### config.mk
export PLATFORM = sky130hd
export DESIGN_NAME = midi_voice_allocator
export DESIGN_NICKNAME = d
export VERILOG_FILES = /design/src/rtl/midi_pkg.sv /design/src/rtl/midi_msg_parser.sv /design/src/rtl/midi_voice_allocator.sv
export SDC_FILE = /design/constraint.sdc
export NUM_CORES = 1
export LEC_CHECK = 0
export CORE_MARGIN = 2
export CORE_UTILIZATION = 40
export DETAILED_ROUTE_END_ITERATION = 7
export DONT_BUFFER_PORTS = 1
export PLACE_DENSITY = 0.59
export SETUP_SLACK_MARGIN = 0.15
export SLEW_MARGIN = 10
export SYNTH_ARGS = -nofsm -noshare
export SYNTH_HDL_FRONTEND = slang
export SYNTH_SLANG_ARGS = --single-unit
### constraint.sdc
create_clock -name i_clk -period 4.65 [get_ports i_clk]
set_clock_uncertainty 0.2 [all_clocks]
set_input_delay 0.465 -clock i_clk [delete_from_list [all_inputs] [get_ports i_clk]]
set_output_delay 0.465 -clock i_clk [all_outputs]
set_load 0.02 [all_outputs]
### src/rtl/midi_pkg.sv
// Shared MIDI constants, parser state and command encodings for the voice allocator.
package midi_pkg;

   localparam logic [3:0] ST_NOTE_OFF = 4'h8;
   localparam logic [3:0] ST_NOTE_ON  = 4'h9;
   localparam logic [3:0] ST_CC       = 4'hB;
   localparam logic [3:0] ST_PROG     = 4'hC;
   localparam logic [3:0] ST_CHPRESS  = 4'hD;

   localparam logic [6:0] CC_ALL_SOUND_OFF = 7'd120;
   localparam logic [6:0] CC_ALL_NOTES_OFF = 7'd123;

   typedef enum logic [1:0] {PS_IDLE, PS_DATA1, PS_DATA2} parse_state_e;

   typedef enum logic [1:0] {CMD_NONE, CMD_ON, CMD_OFF, CMD_ALL_OFF} cmd_e;

endpackage

### src/rtl/midi_msg_parser.sv
// MIDI byte-stream parser: byte classifier, running-status FSM and channel filter.
// Emits one registered command per completed message with a single-cycle valid.
module midi_msg_parser
   import midi_pkg::*;
#(
   parameter int MIDI_CHANNEL = 0,
   parameter int OMNI         = 0
) (
   input  logic       i_clk,
   input  logic       i_rst,
   input  logic [7:0] i_rx_byte,
   input  logic       i_rx_valid,
   output cmd_e       o_cmd,
   output logic [6:0] o_note,
   output logic [6:0] o_vel,
   output logic       o_vld
);
   parse_state_e r_state, w_state_nx;
   logic [7:0]   r_status, w_status_nx;
   logic [6:0]   r_d1, r_note, r_vel;
   cmd_e         r_cmd, w_cmd;
   logic         r_vld;
   logic         w_is_data, w_is_chan, w_is_sys, w_one_byte, w_complete, w_chan_ok;
   logic [6:0]   w_d1, w_d2;

   assign w_is_data  = i_rx_valid && !i_rx_byte[7];
   assign w_is_chan  = i_rx_valid && i_rx_byte[7] && (i_rx_byte[7:4] != 4'hF);
   assign w_is_sys   = i_rx_valid && (i_rx_byte[7:3] == 5'b11110);
   assign w_one_byte = (r_status[7:4] == ST_PROG) || (r_status[7:4] == ST_CHPRESS);
   assign w_chan_ok  = (OMNI != 0) || (r_status[3:0] == 4'(MIDI_CHANNEL));

   // Running status is part of the FSM state; realtime bytes match no class and change nothing.
   always_ff @(posedge i_clk) begin
      if (i_rst) begin
         r_state  <= PS_IDLE;
         r_status <= '0;
      end else begin
         r_state  <= w_state_nx;
         r_status <= w_status_nx;
      end
   end

   always_comb begin
      w_state_nx  = r_state;
      w_status_nx = r_status;
      if (w_is_sys) begin
         w_state_nx  = PS_IDLE;
         w_status_nx = '0;
      end else if (w_is_chan) begin
         w_state_nx  = PS_DATA1;
         w_status_nx = i_rx_byte;
      end else if (w_is_data) begin
         case (r_state)
            PS_DATA1: if (!w_one_byte) w_state_nx = PS_DATA2;
            PS_DATA2: w_state_nx = PS_DATA1;
            default:  w_state_nx = r_state;
         endcase
      end
   end

   always_comb begin
      w_complete = 1'b0;
      w_d1       = r_d1;
      w_d2       = '0;
      w_cmd      = CMD_NONE;
      if (w_is_data) begin
         if (r_state == PS_DATA1 && w_one_byte) begin
            w_complete = 1'b1;
            w_d1       = i_rx_byte[6:0];
         end else if (r_state == PS_DATA2) begin
            w_complete = 1'b1;
            w_d2       = i_rx_byte[6:0];
         end
      end
      if (w_complete && w_chan_ok) begin
         case (r_status[7:4])
            ST_NOTE_ON:  w_cmd = (w_d2 != 7'd0) ? CMD_ON : CMD_OFF;
            ST_NOTE_OFF: w_cmd = CMD_OFF;
            ST_CC: begin
               if (w_d1 == CC_ALL_SOUND_OFF || w_d1 == CC_ALL_NOTES_OFF) w_cmd = CMD_ALL_OFF;
            end
            default:     w_cmd = CMD_NONE;
         endcase
      end
   end

   always_ff @(posedge i_clk) begin
      if (w_is_data && r_state == PS_DATA1) r_d1 <= i_rx_byte[6:0];
   end

   always_ff @(posedge i_clk) begin
      r_cmd  <= w_cmd;
      r_note <= w_d1;
      r_vel  <= w_d2;
      if (i_rst) r_vld <= 1'b0;
      else       r_vld <= (w_cmd != CMD_NONE);
   end

   assign o_cmd  = r_cmd;
   assign o_note = r_note;
   assign o_vel  = r_vel;
   assign o_vld  = r_vld;

endmodule

### src/rtl/midi_voice_allocator.sv
// Voice table and Note On/Off allocation fed by midi_msg_parser.
// Define VOICE_STEAL_EN to overwrite the voice at a rotating steal pointer when all voices are busy.
module midi_voice_allocator
   import midi_pkg::*;
#(
   parameter int NUM_VOICES   = 8,
   parameter int MIDI_CHANNEL = 0,
   parameter int OMNI         = 0
) (
   input  logic                    i_clk,
   input  logic                    i_rst,
   input  logic [7:0]              i_rx_byte,
   input  logic                    i_rx_valid,
   output logic [NUM_VOICES-1:0]   o_voice_active,
   output logic [7*NUM_VOICES-1:0] o_voice_note,
   output logic [7*NUM_VOICES-1:0] o_voice_vel,
   output logic                    o_note_event,
   output logic                    o_dropped
);
   localparam int IW = $clog2(NUM_VOICES);

   cmd_e                  w_cmd;
   logic                  w_cmd_vld;
   logic [6:0]            w_cmd_note, w_cmd_vel;
   logic [NUM_VOICES-1:0] r_active, w_active_nx;
   logic [6:0]            r_note    [NUM_VOICES];
   logic [6:0]            r_vel     [NUM_VOICES];
   logic [6:0]            w_note_nx [NUM_VOICES];
   logic [6:0]            w_vel_nx  [NUM_VOICES];
   logic                  w_hit, w_free, w_change, w_drop;
   logic [IW-1:0]         w_hit_idx, w_free_idx;
   logic                  r_note_event, r_dropped;
`ifdef VOICE_STEAL_EN
   logic [IW-1:0]         r_steal_ptr;
   logic                  w_steal;
`endif

   midi_msg_parser #(
      .MIDI_CHANNEL (MIDI_CHANNEL),
      .OMNI         (OMNI)
   ) u_parser (
      .i_clk      (i_clk),
      .i_rst      (i_rst),
      .i_rx_byte  (i_rx_byte),
      .i_rx_valid (i_rx_valid),
      .o_cmd      (w_cmd),
      .o_note     (w_cmd_note),
      .o_vel      (w_cmd_vel),
      .o_vld      (w_cmd_vld)
   );

   // Descending scan so the lowest-index free voice wins; at most one active voice can match.
   always_comb begin
      w_hit      = 1'b0;
      w_hit_idx  = '0;
      w_free     = 1'b0;
      w_free_idx = '0;
      for (int i = NUM_VOICES - 1; i >= 0; i--) begin
         if (r_active[i] && r_note[i] == w_cmd_note) begin
            w_hit     = 1'b1;
            w_hit_idx = IW'(i);
         end
         if (!r_active[i]) begin
            w_free     = 1'b1;
            w_free_idx = IW'(i);
         end
      end
   end

   always_comb begin
      w_active_nx = r_active;
      w_note_nx   = r_note;
      w_vel_nx    = r_vel;
      w_drop      = 1'b0;
`ifdef VOICE_STEAL_EN
      w_steal     = 1'b0;
`endif
      if (w_cmd_vld) begin
         case (w_cmd)
            CMD_ON: begin
               if (w_hit) begin
                  w_vel_nx[w_hit_idx] = w_cmd_vel;
               end else if (w_free) begin
                  w_active_nx[w_free_idx] = 1'b1;
                  w_note_nx[w_free_idx]   = w_cmd_note;
                  w_vel_nx[w_free_idx]    = w_cmd_vel;
               end else begin
`ifdef VOICE_STEAL_EN
                  w_steal                 = 1'b1;
                  w_note_nx[r_steal_ptr]  = w_cmd_note;
                  w_vel_nx[r_steal_ptr]   = w_cmd_vel;
`else
                  w_drop = 1'b1;
`endif
               end
            end
            CMD_OFF:     if (w_hit) w_active_nx[w_hit_idx] = 1'b0;
            CMD_ALL_OFF: w_active_nx = '0;
            default:     w_active_nx = r_active;
         endcase
      end
   end

   always_comb begin
      w_change = (w_active_nx != r_active);
      for (int i = 0; i < NUM_VOICES; i++) begin
         if (w_note_nx[i] != r_note[i] || w_vel_nx[i] != r_vel[i]) w_change = 1'b1;
      end
   end

   always_ff @(posedge i_clk) begin
      if (i_rst) begin
         r_active     <= '0;
         r_note_event <= 1'b0;
         r_dropped    <= 1'b0;
         for (int i = 0; i < NUM_VOICES; i++) begin
            r_note[i] <= '0;
            r_vel[i]  <= '0;
         end
      end else begin
         r_active     <= w_active_nx;
         r_note       <= w_note_nx;
         r_vel        <= w_vel_nx;
         r_note_event <= w_change;
         r_dropped    <= w_drop;
      end
   end

`ifdef VOICE_STEAL_EN
   always_ff @(posedge i_clk) begin
      if (i_rst)        r_steal_ptr <= '0;
      else if (w_steal) r_steal_ptr <= (r_steal_ptr == IW'(NUM_VOICES - 1)) ? '0 : r_steal_ptr + 1'b1;
   end
`endif

   always_comb begin
      for (int i = 0; i < NUM_VOICES; i++) begin
         o_voice_note[7*i +: 7] = r_note[i];
         o_voice_vel[7*i +: 7]  = r_vel[i];
      end
   end

   assign o_voice_active = r_active;
   assign o_note_event   = r_note_event;
   assign o_dropped      = r_dropped;

endmodule
# --- After elaboration in Yosys (flattened, before gate mapping) ---
# Cells that the tools add are included.
op_classes:
  eq_ne: 41
  n_reduce_logical: 41
  bitwise: 7
  order_cmp: 8
  muxes: 81
op_table:
  columns: ["operator", "count"]
  rows:
  - ["2-to-1 mux 56 bit", 8]
  - ["bitwise mux 56 bit", 3]
  - ["!= test 7 bit", 16]
  - ["== test 7 bit", 8]
  - ["2-to-1 mux 7 bit", 7]
  - ["2-to-1 mux 3 bit", 16]
  - ["demux 7 bit (select 3 bit)", 2]
  - ["2-to-1 mux 1 bit", 32]
  - ["2-to-1 mux 8 bit", 4]
  - ["one-hot mux 8 bit (3 select lines)", 1]
  - ["== test 4 bit (second input constant)", 5]
  - ["logical AND 1 bit", 19]
  - ["== test 7 bit (second input constant)", 2]
  - ["logical OR 1 bit", 10]
  - ["bitwise AND 8 bit", 1]
  - ["greater-or-equal comparator 4 bit (second input constant)", 2]
  - ["less-than comparator 3 x 4 -> 1 bit (second input constant)", 2]
  - ["less-than comparator 4 x 1 -> 1 bit (second input constant)", 2]
  - ["2-to-1 mux 2 bit", 4]
  - ["!= test 8 bit", 1]
  - ["inverter 3 -> 4 bit", 2]
  - ["inverter 8 bit", 1]
  - ["OR 8 bit", 1]
  - ["nonzero test 7 bit", 1]
  - ["other kinds (19)", 28]
word_totals:
  register_bits: 156
  out_inout_bits: 122
  wordCells: 205
  inputBits: 11

# --- Longest topological paths before layout ---
# Gate-level depths: netlist (run 1).
logic_depth:
  word_depth: 29
  depth_mapped: 12
  ltp_nobuf: 11

# --- Modules after synthesis ---
# A second synthesis (run 1) with hierarchy kept.
hier_totals:
  cells_unflattened: 890
  hier_area_um2: 7870.0
by_module_without_submodules:
  columns: ["module", "seq_area_each_um2", "area_per_inst_um2", "instances", "cells_per_inst"]
  rows:
  - ["midi_voice_allocator", 2442.3, 6600.1, 1, 785]
  - ["midi_msg_parser", 750.7, 1270.0, 1, 105]

# --- Least setup slack after synthesis (run 1) ---
# OpenSTA, ideal clock, no wires.
synth_path:
  kind: "flip-flop to flip-flop"
  startpoint: "register r_active[2], in the netlist o_voice_active[2]"
  endpoint: "register r_note_event, in the netlist o_note_event"
  setup_ns: 0.074
  setup_slack_ns: 2.023
  path_buffers: 1
  synth_period_minus_slack_ns: 2.627
  stages_incl_launch_ff: 11
  required_ns: 4.376
  arrival_ns: 2.353
  path_cell_list: "dfxtp_1 -> buf_2 -> and4_1 -> nand2_1 -> nor2_2 -> a32oi_1 -> or4b_4 -> nor2_1 -> and4b_1 -> and4b_1 -> a31oi_1"
synth_between:
  elab_chain_cells: 23
  word_cells_on_any_way: 87
  classes_between: "order compare: 8; eq/ne: 17; mux: 44; bitwise: 5; reduce/logical: 13"
synth_lines:
  columns: ["item", "line_no", "rtl"]
  rows:
  - ["start: declaration", "midi_voice_allocator.sv:25", "logic [NUM_VOICES-1:0] r_active, w_active_nx;"]
  - ["start signal: assignment", "midi_voice_allocator.sv:121", "r_active <= w_active_nx;"]
  - ["2-to-1 mux 3 bit / logical AND 1 bit (equally long branches)", "midi_voice_allocator.sv:63, midi_voice_allocator.sv:59", null]
  - ["2-to-1 mux 3 bit (on tied branches) (2 in series)", "midi_voice_allocator.sv:63, midi_voice_allocator.sv:59", null]
  - ["inverter 3 -> 4 bit (not written as such) / 2-to-1 mux 3 bit (equally long branches)", "midi_voice_allocator.sv:85, midi_voice_allocator.sv:86, midi_voice_allocator.sv:59", null]
  - ["greater-or-equal comparator 4 bit (not written as such) (tied with other cells)", "midi_voice_allocator.sv:85, midi_voice_allocator.sv:86", null]
  - ["logical AND 1 bit (not written as such) (tied with other cells)", "midi_voice_allocator.sv:85, midi_voice_allocator.sv:86", null]
  - ["2-to-1 mux 7 bit (not written as such) / logical AND 1 bit (equally long branches)", "midi_voice_allocator.sv:85, midi_voice_allocator.sv:86, midi_voice_allocator.sv:82", null]
  - ["demux 7 bit (select 3 bit) / 2-to-1 mux 7 bit (equally long branches)", "midi_voice_allocator.sv:85, midi_voice_allocator.sv:86, midi_voice_allocator.sv:82", null]
  - ["bitwise mux 56 bit (tied with other cells)", "midi_voice_allocator.sv:85", "w_note_nx[w_free_idx] = w_cmd_note;"]
  - ["2-to-1 mux 56 bit / bitwise mux 56 bit (equally long branches)", "midi_voice_allocator.sv:83, midi_voice_allocator.sv:82", null]
  - ["2-to-1 mux 56 bit", "midi_voice_allocator.sv:81", "if (w_hit) begin"]
  - ["2-to-1 mux 56 bit", "midi_voice_allocator.sv:79", "case (w_cmd)"]
  - ["2-to-1 mux 56 bit", "midi_voice_allocator.sv:78", "if (w_cmd_vld) begin"]
  - ["!= test 7 bit", "midi_voice_allocator.sv:107", "if (w_note_nx[i] != r_note[i] || w_vel_nx[i] != r_vel[i]) w_change = 1'b1;"]
  - ["logical OR 1 bit", "midi_voice_allocator.sv:107", null]
  - ["2-to-1 mux 1 bit (7 in series)", "midi_voice_allocator.sv:107", null]
  - ["2-to-1 mux 1 bit *", "midi_voice_allocator.sv:107", null]
  - ["end signal: assignment", "midi_voice_allocator.sv:124", "r_note_event <= w_change;"]
  - ["end: declaration", "midi_voice_allocator.sv:32", "logic r_note_event, r_dropped;"]
# Every way passes the cells marked *; elsewhere a longest branch is shown, timed or not.
# A chain may end at the register's enable or synchronous reset.

# --- Worst setup path after layout (run 1) ---
layout_path:
  startpoint: "register u_parser.r_note[3], in the netlist u_parser.o_note[3]"
  endpoint: "register r_note_event, in the netlist o_note_event"
layout_between:
  elab_chain_cells: 29
  word_cells_on_any_way: 91
  classes_between: "order compare: 4; eq/ne: 25; mux: 41; bitwise: 3; reduce/logical: 18"
layout_lines:
  columns: ["item", "line_no", "rtl"]
  rows:
  - ["start: declaration", "midi_msg_parser.sv:20", "logic [6:0] r_d1, r_note, r_vel;"]
  - ["start signal: assignment", "midi_msg_parser.sv:93", "r_note <= w_d1;"]
  - ["branches (longest 28 deep; another with less-than comparator 3 x 4 -> 1 bit)", null, null]
  - ["2-to-1 mux 1 bit *", "midi_voice_allocator.sv:107", null]
# Mark *: on every way between the ends.

==> results of run 1 <==
## layout make-up
class | count | area, um^2
fill | 1816 | 10300
timing repair buffer | 16 | 158
tap | 234 | 293
clock buffer | 18 | 429
clock inverter | 14 | 168
inverter | 14 | 52.6
multi-input combinational | 634 | 4070
sequential | 156 | 3190
## layer usage
layer	wire (um)	global-route usage, %	part of all wire [%]
met1	8910	26.8	42
met2	9950	34.6	47
met3	1970	8.71	9.2
met4	501	7.00	2.3
met5	0	0	0
## path summary, 6_finish.rpt
check	from	endpoint	cells past startpoint
min reg2reg	u_parser.r_status[3]	u_parser.r_status[3]	2
min	i_rx_byte[3]	u_parser.r_status[3]	2
max reg2reg	u_parser.o_note[3]	o_note_event	9
max	u_parser.o_note[3]	o_note_event	9
## power breakdown
group          internal (mW)  total (mW)  switching (mW)  leakage (nW)
Clock                  0.844        1.42           0.579         0.278
Sequential              1.36        1.38          0.0223          1.27
Combinational         0.0280      0.0763          0.0483          1.78
Total                   2.23        2.88           0.649          3.32
## kinds of logic (layout without fill, tap and decap cells)
| group | Yosys count | in the layout | synth area share [%] |
|---|---|---|---|
| AND/OR/NAND/NOR | 329 | 329 | 20.8 |
| flip-flops | 156 | 156 | 42.0 |
| adder cells (fa/ha/maj) | 2 | 2 | 0.329 |
| XOR/XNOR | 105 | 105 | 12.1 |
| buffers and inverters | 72 | 62 | 4.49 |
| multiplexers | 78 | 78 | 10.4 |
| AO/OA/AOI/OAI | 120 | 120 | 9.88 |
## metrics by stage
stage          area (um^2)  cells  hold WS (ns)
3_5_place_dp          7660   1046         0.279
2_1_floorplan         7600    862         0.259
6_report              8360   1086        0.0505
4_1_cts               8360   1086        0.0346
3_3_place_gp          7660   1046         0.274
5_1_grt               8360   1086        0.0367
## cells in the mapped netlist, drive strengths merged, types with 2 or more instances
cell	count	area, um^2
a31oi	7	43.8
o21a	2	15.0
xor2	54	473
xnor2	51	447
nor2	153	579
a21oi	62	314
a2bb2oi	3	26.3
a221oi	2	17.5
a21boi	2	18.8
nor4	14	100
dfxtp	149	2980
nor2b	5	31.3
and3	2	12.5
nand2b	5	31.3
nor3b	2	15.0
nand3	35	180
nand4	24	175
or2	4	25.0
and4b	2	20.0
a41oi	3	26.3
a32oi	2	17.5
o2111ai	2	17.5
nand2	57	221
edfxtp	7	210
o31a	2	17.5
mux2	7	78.8
mux2i	71	711
buf	31	188
ha	2	25.0
nor3	7	46.3
clkbuf	27	101
o22ai	7	43.8
o21ai	12	60.1
and2	10	62.6
inv	14	52.6
and4	5	43.8
o41ai	2	17.5
## cells in the final DEF (no fill, tap or decap), types with 4 or more instances in the layout
cell type,n
a31oi_1,7
xor2_1,54
a21oi_1,61
nor4_1,12
inv_1,14
nor2_1,151
nand2_1,56
o21ai_0,12
and2_1,10
xnor2_1,51
o22ai_1,7
and4_1,5
edfxtp_1,7
mux2i_1,71
dlygate4sd3_1,7
nand2b_1,5
nand3_1,34
nand4_2,4
nor3_1,6
nand4_1,20
or2_2,4
dfxtp_1,149
mux2_2,7
clkinvlp_4,4
clkbuf_16,17
buf_4,8
nor2b_1,5
## what timing repair did
item | in CTS | in global routing
setup buffers | 0 | 0
hold buffers | 8 | 0
setup endpoints to repair | 0 | 0
endpoints found under the hold margin | 150 | 0
## flip-flops by register name, indices dropped and copies added (netlist names)
register	count
o_note_event	1
o_voice_vel	56
o_voice_active	8
u_parser.o_vel	7
u_parser.o_vld	1
u_parser.o_note	7
u_parser.r_d1	7
o_voice_note	56
u_parser.r_state	2
o_dropped	1
u_parser.r_status	8
u_parser.o_cmd	2
==> flow_summary.json, run 1 <==
{
  "synthDistinctLibCells": 64,
  "vias": 5958,
  "dr.pass1.iters": 5,
  "crit_buf_inv": 0,
  "clockBufferDepth": 2,
  "arrival_ns": 3.81,
  "grt_max_degree": 125,
  "grt_use_total_pct": 21.7,
  "yosysWarnings": 0,
  "postCtsResizedCells": 0,
  "syn-num-nets": 875,
  "vias_per_cell": 5.49,
  "io_pins": 133,
  "synthFlopType": "dfxtp_1",
  "fmax_mhz": 269,
  "synth_area_per_cell_um2": 8.82,
  "drv_cap": 0,
  "cp_common_cell": "nand4_2",
  "ant_nets": 0,
  "syn-cell-area_um2": 7600,
  "cellLeakagePower_nw": 3.32,
  "numCtsBuffers": 17,
  "cts_tree": "yes",
  "slowest_delay_ns": 0.87,
  "drive_above_1_share_pct": 7.63,
  "post-route-util_pct": 44.7,
  "critPathMaxFanout": 16,
  "rrSetupSlack_ns": 0.94,
  "slew_viol_final": 0,
  "synth_enable_flop_cells": 7,
  "grt_pass1_vias": 5727,
  "wl_per_cell_um": 19.6,
  "crit_path_end_kind": "register",
  "ir_worst_vdd_uv": 250,
  "min_period_ns": 3.71,
  "crit_slowest_cell": "dfxtp_1",
  "place_congestion": 0.904,
  "final_nets": 852,
  "ys_ff_latch": 156,
  "drt_iter0_drc": 540,
  "synthArstFlopShare_pct": 0,
  "core-area_um2": 18700,
  "root_buffer": "clkbuf_16",
  "slew_headroom_pct": 39.1,
  "synthCells": 862,
  "fp.dieH_um": 142,
  "overflow": 0,
  "power_density_nw_per_um2": 344,
  "clk_transition_reported_paths_ns": 0.06,
  "cp.required_ns": 4.75,
  "seq_area_frac_synth_pct": 42.0,
  "hold_violations": 0,
  "drc": 0,
  "critPathKind": "register to register",
  "post-route-period-util_pct": 79.9,
  "grt_pass1_wl_um": 33600,
  "dpl.hpwl_um": 15100,
  "total_power_mw": 2.88,
  "dieArea_um2": 20100,
  "antenna_found_initial": 0,
  "status": "finished clean",
  "die-width_um": 142,
  "setup_ws_ns": 0.936,
  "setup_viol": 0,
  "crit_family": "simple AND/OR/NAND/NOR gates",
  "placementRows": 50,
  "htreeDepth": 4,
  "hold_class": "input port to register",
  "clkLatencyLatePin_ns": 0.44,
  "crit_chain": "xor2_1 -> nor4_2 -> nand4_2 -> and4_1 -> nand4_2 -> a21boi_2 -> a41oi_1 -> a221oi_1 -> a31oi_1",
  "worst_slew_pin_slew_ns": 0.913,
  "clock-sinks": 156,
  "finalSetupTns_ns": 0,
  "start_util_pct": 40.6,
  "rsz0062_at_grt": "no",
  "antennaDiodeCount": 0,
  "start_kind": "register",
  "syn_to_final_growth_pct": 9.98,
  "routed_wl_um": 21300,
  "port_buffers": 0,
  "place_ws_ns": 1.03
}
Note: power is estimated with default switching activity, not from simulation.
==> run 2: changes to the inputs <==
PLACE_DENSITY = 0.61   (was 0.59)
clock period = 3.3 ns   (was 4.65 ns; I/O delays follow)
==> run 2 against run 1 <==
Count of clock-buffer cells in the layout did not move. Sequential share of layout area fell by 1.1 points. Sequential power rose by 40%. Critical path type unchanged. Cell count rose by 2.9%. Largest cell class unchanged. First-iteration DRC count fell by 28%. Final area rose by 3.1%. Critical path depth rose by 2. Sequential cell count did not move.
==> flow_summary.json, run 2 (same netlist as run 1, synthesis figures left out) <==
{
  "die-width_um": 142,
  "root_buffer": "clkbuf_16",
  "crit_slowest_cell": "or4b_4",
  "whs_ns": 0.0364,
  "final_cell_mix": "nor2_1 (151), dfxtp_1 (144), mux2i_1 (71)",
  "crit_path_end_kind": "register",
  "status": "finished clean",
  "dr.pass1.iters": 5,
  "critPathKind": "register to register",
  "arrival_ns": 3.16,
  "fp.dieH_um": 142,
  "ir_worst_vdd_uv": 371,
  "clock-sinks": 156,
  "clk_transition_reported_paths_ns": 0.06,
  "post-route-period-util_pct": 91.2,
  "grt_use_total_pct": 21.8,
  "grt.met1_usage_pct": 27.3,
  "seq_power_share_pct": 49.5,
  "io_pins": 133,
  "port_buffers": 0,
  "drive_above_1_share_pct": 11.8,
  "numCtsBuffers": 17,
  "start_util_pct": 40.6,
  "dp_cells": 1076,
  "grt_max_degree": 125,
  "hold_violations": 0,
  "slowest_delay_ns": 0.65,
  "vias_per_cell": 5.51,
  "place_ws_ns": 0.245,
  "clkLatencyLatePin_ns": 0.43,
  "use_met2_pct": 35.2,
  "slew_viol_final": 0,
  "slew_headroom_pct": 39.7,
  "crit_chain": "buf_4 -> xor2_1 -> nor2_1 -> nand4_1 -> buf_4 -> a32oi_1 -> or4b_4 -> nor2_1 -> and4b_1 -> and4b_1 -> a31oi_1",
  "dieArea_um2": 20100,
  "met3_usage_pct": 7.19,
  "pwr-share-clk_pct": 47.1,
  "drv_cap": 0,
  "grt_pass1_vias": 5740,
  "cts_tree": "yes",
  "min_period_ns": 3.01,
  "grt-busiest-layer": "met2",
  "drt_iter0_drc": 389,
  "final_nets": 884,
  "layout_commonest_cell": "nor2_1",
  "clockBufferDepth": 2,
  "final_cell_count_no_fill": 1118,
  "ant_nets": 0,
  "htreeDepth": 4,
  "overflow": 0,
  "start_kind": "register",
  "power.internal_mw": 2.99,
  "p_sw_mw": 0.904,
  "setup_ws_ns": 0.290,
  "rsz0062_at_grt": "no",
  "worst_slew_pin_slew_ns": 0.901,
  "p_sw_share_pct": 23.2,
  "power_density_nw_per_um2": 452,
  "grt_pass1_wl_um": 33800,
  "placementRows": 50,
  "drc": 0,
  "dpl.hpwl_um": 15800,
  "syn_to_final_growth_pct": 13.4,
  "place_congestion": 0.931,
  "fmax_mhz": 332,
  "vias": 6160,
  "hold_class": "input port to register",
  "antenna_found_initial": 0,
  "critPathMaxFanout": 12,
  "antennaDiodeCount": 0,
  "core-area_um2": 18700,
  "wl_per_cell_um": 19.6,
  "p_comb_share_pct": 3.4,
  "setup_viol": 0,
  "finalSetupTns_ns": 0,
  "cellLeakagePower_nw": 3.49,
  "routed_wl_um": 21900,
  "cp.required_ns": 3.45
}
==> run 2: cell types whose count changed in the layout (fill, tap and decap cells not counted), moves of 2 or more <==
| cell | before | now |
|---|---|---|
| dfxtp_2 | 0 | 5 |
| buf_4 | 8 | 35 |
| dfxtp_1 | 149 | 144 |
| buf_12 | 0 | 4 |
| bufinv_16 | 3 | 1 |
==> run 2: repair_timing <==
action / in CTS / in global routing
endpoints found under the setup margin: 0 / 28
buffers inserted: 0 / 2
hold buffers: 8 / 0
gates resized for setup: 0 / 8
hold endpoints to repair: 151 / 0
==> run 2: stage by stage <==
step	utilization [%]	instance area [um^2]	total power, mW
global placement	42.4	7940	2.06
detailed placement	42.4	7940	2.06
global route	46.1	8620	4.02
finish	46.1	8620	3.90
CTS	45.9	8590	3.94
floorplan	-	7600	2.05
==> run 2: final timing paths <==
check	startpoint	to	slack (ns)	cells after the start
max reg2reg	u_parser.o_note[3]	o_note_event	0.29	11
min	i_rx_byte[7]	u_parser.r_status[4]	0.04	3
min reg2reg	u_parser.r_d1[2]	u_parser.o_note[2]	0.29	1
max	u_parser.o_note[3]	o_note_event	0.29	11
==> run 2: power by group through the flow <==
stage / clock, mW / combinational (mW) / sequential, mW
2_1_floorplan: 0 / 0.0899 / 1.96
3_3_place_gp: 0 / 0.0941 / 1.97
3_5_place_dp: 0 / 0.0940 / 1.97
4_1_cts: 1.87 / 0.133 / 1.93
5_1_grt: 1.95 / 0.147 / 1.93
6_report: 1.84 / 0.133 / 1.93
==> run 2: critical path: cells and delay by family, from the launching register on <==
family	cells	cell delay, ns
compound gates	2	0.21
xor+xnor	1	0.21
buf+inv	2	0.40
flops	1	0.40
simple gates	6	1.50
==> run 2: layout make-up <==
| class | count | area (um^2) |
|---|---|---|
| Tap cell | 234 | 293 |
| Multi-Input combinational cell | 634 | 4070 |
| Sequential cell | 156 | 3200 |
| Clock buffer | 18 | 429 |
| Fill cell | 1790 | 10100 |
| Clock inverter | 14 | 120 |
| Inverter | 14 | 52.6 |
| Timing Repair Buffer | 48 | 452 |
==> run 2: per-layer routing <==
metal | share of wire [%] | vias to the layer above | wire length (um)
met5 | 0 | - | 0
met4 | 2.2 | 0 | 489
met3 | 7.5 | 34 | 1650
met2 | 48 | 203 | 10500
met1 | 42 | 2932 | 9260
li1 | - | 2991 | -
==> run 3: changes to the inputs <==
HOLD_SLACK_MARGIN = 0.06   (was unset)
MAX_ROUTING_LAYER = met4   (was unset)
==> run 3 against run 2 <==
Cell count grew 0.27%. Core utilization rose by 0.11 points. Wire length rose by 1.5%. Hold slack gained 0.046 ns. Highest routed layer unchanged. Sequential cell count unchanged. Register-to-register slack worse by 0.07 ns. Sequential share of layout area fell by 0.13 points. Fmax shrank 2.3%. Via count up 1.2%. Clock power about the same.
==> flow_summary.json, run 3 (same netlist as run 1, synthesis figures left out) <==
{
  "status": "finished clean",
  "rsz0062_at_grt": "yes",
  "worstHoldEndpoint": "u_parser.r_state[0]",
  "min_path_cells": 2,
  "root_buffer": "clkbuf_16",
  "final_nets": 887,
  "r2r_start": "u_parser.o_note[1]",
  "hp-start": "i_rst",
  "antennaDiodeCount": 0,
  "clkLatencyLatePin_ns": 0.43,
  "core-area_um2": 18700,
  "arrival_ns": 3.23,
  "finalSetupTns_ns": 0,
  "layout_commonest_cell": "nor2_1",
  "io_pins": 133,
  "fmax_mhz": 324,
  "dpl.hpwl_um": 16000,
  "clock-sinks": 156,
  "critPathMaxFanout": 12,
  "vias": 6233,
  "cp_common_cell": "and4b_1",
  "htreeDepth": 4,
  "hold_violations": 0,
  "total_power_mw": 3.93,
  "slowest_delay_ns": 0.66,
  "setup_viol": 0,
  "grt_pass1_wl_um": 34400,
  "grt_max_degree": 125,
  "routed_wl_um": 22300,
  "power_density_nw_per_um2": 454,
  "cp.required_ns": 3.45,
  "hold_class": "input port to register",
  "post_cts_buffers": 0,
  "crit_slowest_cell": "or4b_4",
  "drt_iter0_drc": 579,
  "worst_slew_pin_slew_ns": 0.929,
  "clk_transition_reported_paths_ns": 0.06,
  "post-route-period-util_pct": 93.4,
  "ff2ff_path_depth": 10,
  "worstReg2RegEnd": "o_note_event",
  "antenna_found_initial": 0,
  "grt_use_total_pct": 22.8,
  "nFillCells": 1844,
  "crit_chain": "buf_12 -> xor2_1 -> nor4_2 -> and4_1 -> a32oi_1 -> or4b_4 -> nor2_1 -> and4b_1 -> and4b_1 -> a31oi_1",
  "ant_nets": 0,
  "start_kind": "register",
  "final_cell_mix": "nor2_1 (151), dfxtp_1 (147), mux2i_1 (71)",
  "place_congestion": 0.938,
  "wl_per_cell_um": 19.9,
  "drive_above_1_share_pct": 11.6,
  "grt_pass1_vias": 5844,
  "die-width_um": 142,
  "start_util_pct": 40.6,
  "clockBufferDepth": 2,
  "place_ws_ns": 0.214,
  "critPathKind": "register to register",
  "placementRows": 50,
  "slew_viol_final": 0,
  "overflow": 0,
  "slew_headroom_pct": 37.8,
  "min_period_ns": 3.08,
  "vias_per_cell": 5.56,
  "ir_worst_vdd_uv": 377,
  "rrSetupSlack_ns": 0.22,
  "numCtsBuffers": 17,
  "setup_ws_ns": 0.217,
  "dr.pass1.iters": 5,
  "cts_tree": "yes",
  "syn_to_final_growth_pct": 13.7,
  "dieArea_um2": 20100,
  "fp.dieH_um": 142,
  "crit_path_end_kind": "register",
  "drv_cap": 0,
  "port_buffers": 0,
  "cellLeakagePower_nw": 3.50,
  "drc": 0
}
[run 3: worst max-delay path by stage]
stage                        from            to  slack (ns)  cells after the start
3_5_place_dp   u_parser.o_note[2]  o_note_event        0.21                      9
6_report       u_parser.o_note[1]  o_note_event        0.22                     10
5_1_grt        u_parser.o_note[1]  o_note_event        0.15                     10
3_3_place_gp   u_parser.o_note[2]  o_note_event        0.19                      9
4_1_cts        u_parser.o_note[2]  o_note_event        0.16                      9
2_1_floorplan   o_voice_active[2]  o_note_event        0.67                     10
[run 3: metrics by stage]
stage                     utilization (%)  instances  area [um^2]  hold WS [ns]
after floorplan                         -        862         7600         0.229
after global placement               42.5       1078         7940         0.218
after detailed placement             42.5       1078         7940         0.223
after CTS                            46.1       1121         8620        0.0717
after global routing                 46.2       1121         8640         0.102
final                                46.2       1121         8640        0.0820
[run 3: worst max-delay path, delay by kind of cell (launching register included)]
kind | cells | cell delay [ns]
simple gates | 6 | 1.84
buf+inv | 1 | 0.19
flops | 1 | 0.47
xor+xnor | 1 | 0.10
compound gates | 2 | 0.20
[run 3: report_power, final]
part	leakage (nW)	total, mW	internal [mW]	switching (mW)
Clock	0.249	1.86	1.04	0.819
Combinational	1.98	0.137	0.0504	0.0862
Sequential	1.27	1.93	1.91	0.0187
Total	3.50	3.93	3.00	0.924
[run 3: routing by layer]
layer  track usage [%]  share of wire (%)  vias up  routed length, um
li1                  -                  -     3005                  -
met1              28.1                 43     2979               9470
met2              36.2                 48      207              10700
met3              6.34                7.2       42               1610
met4              8.05                2.2        0                499
met5                 -                  0        -                  0
[run 3: area by class of cell]
cell class / instances / area [um^2] / share of cell area (%)
Clock inverter: 12 / 115 / 1.33
Multi-Input combinational cell: 634 / 4080 / 47.2
Inverter: 14 / 52.6 / 0.608
Sequential cell: 156 / 3200 / 37.0
Timing Repair Buffer: 51 / 465 / 5.39
Clock buffer: 20 / 437 / 5.06
Tap cell: 234 / 293 / 3.39
[run 3: what timing repair did]
item / CTS / global route
hold endpoints to repair: 153 / 0
resized for setup: 0 / 6
endpoints found under the setup margin: 0 / 23
hold buffers: 11 / 0
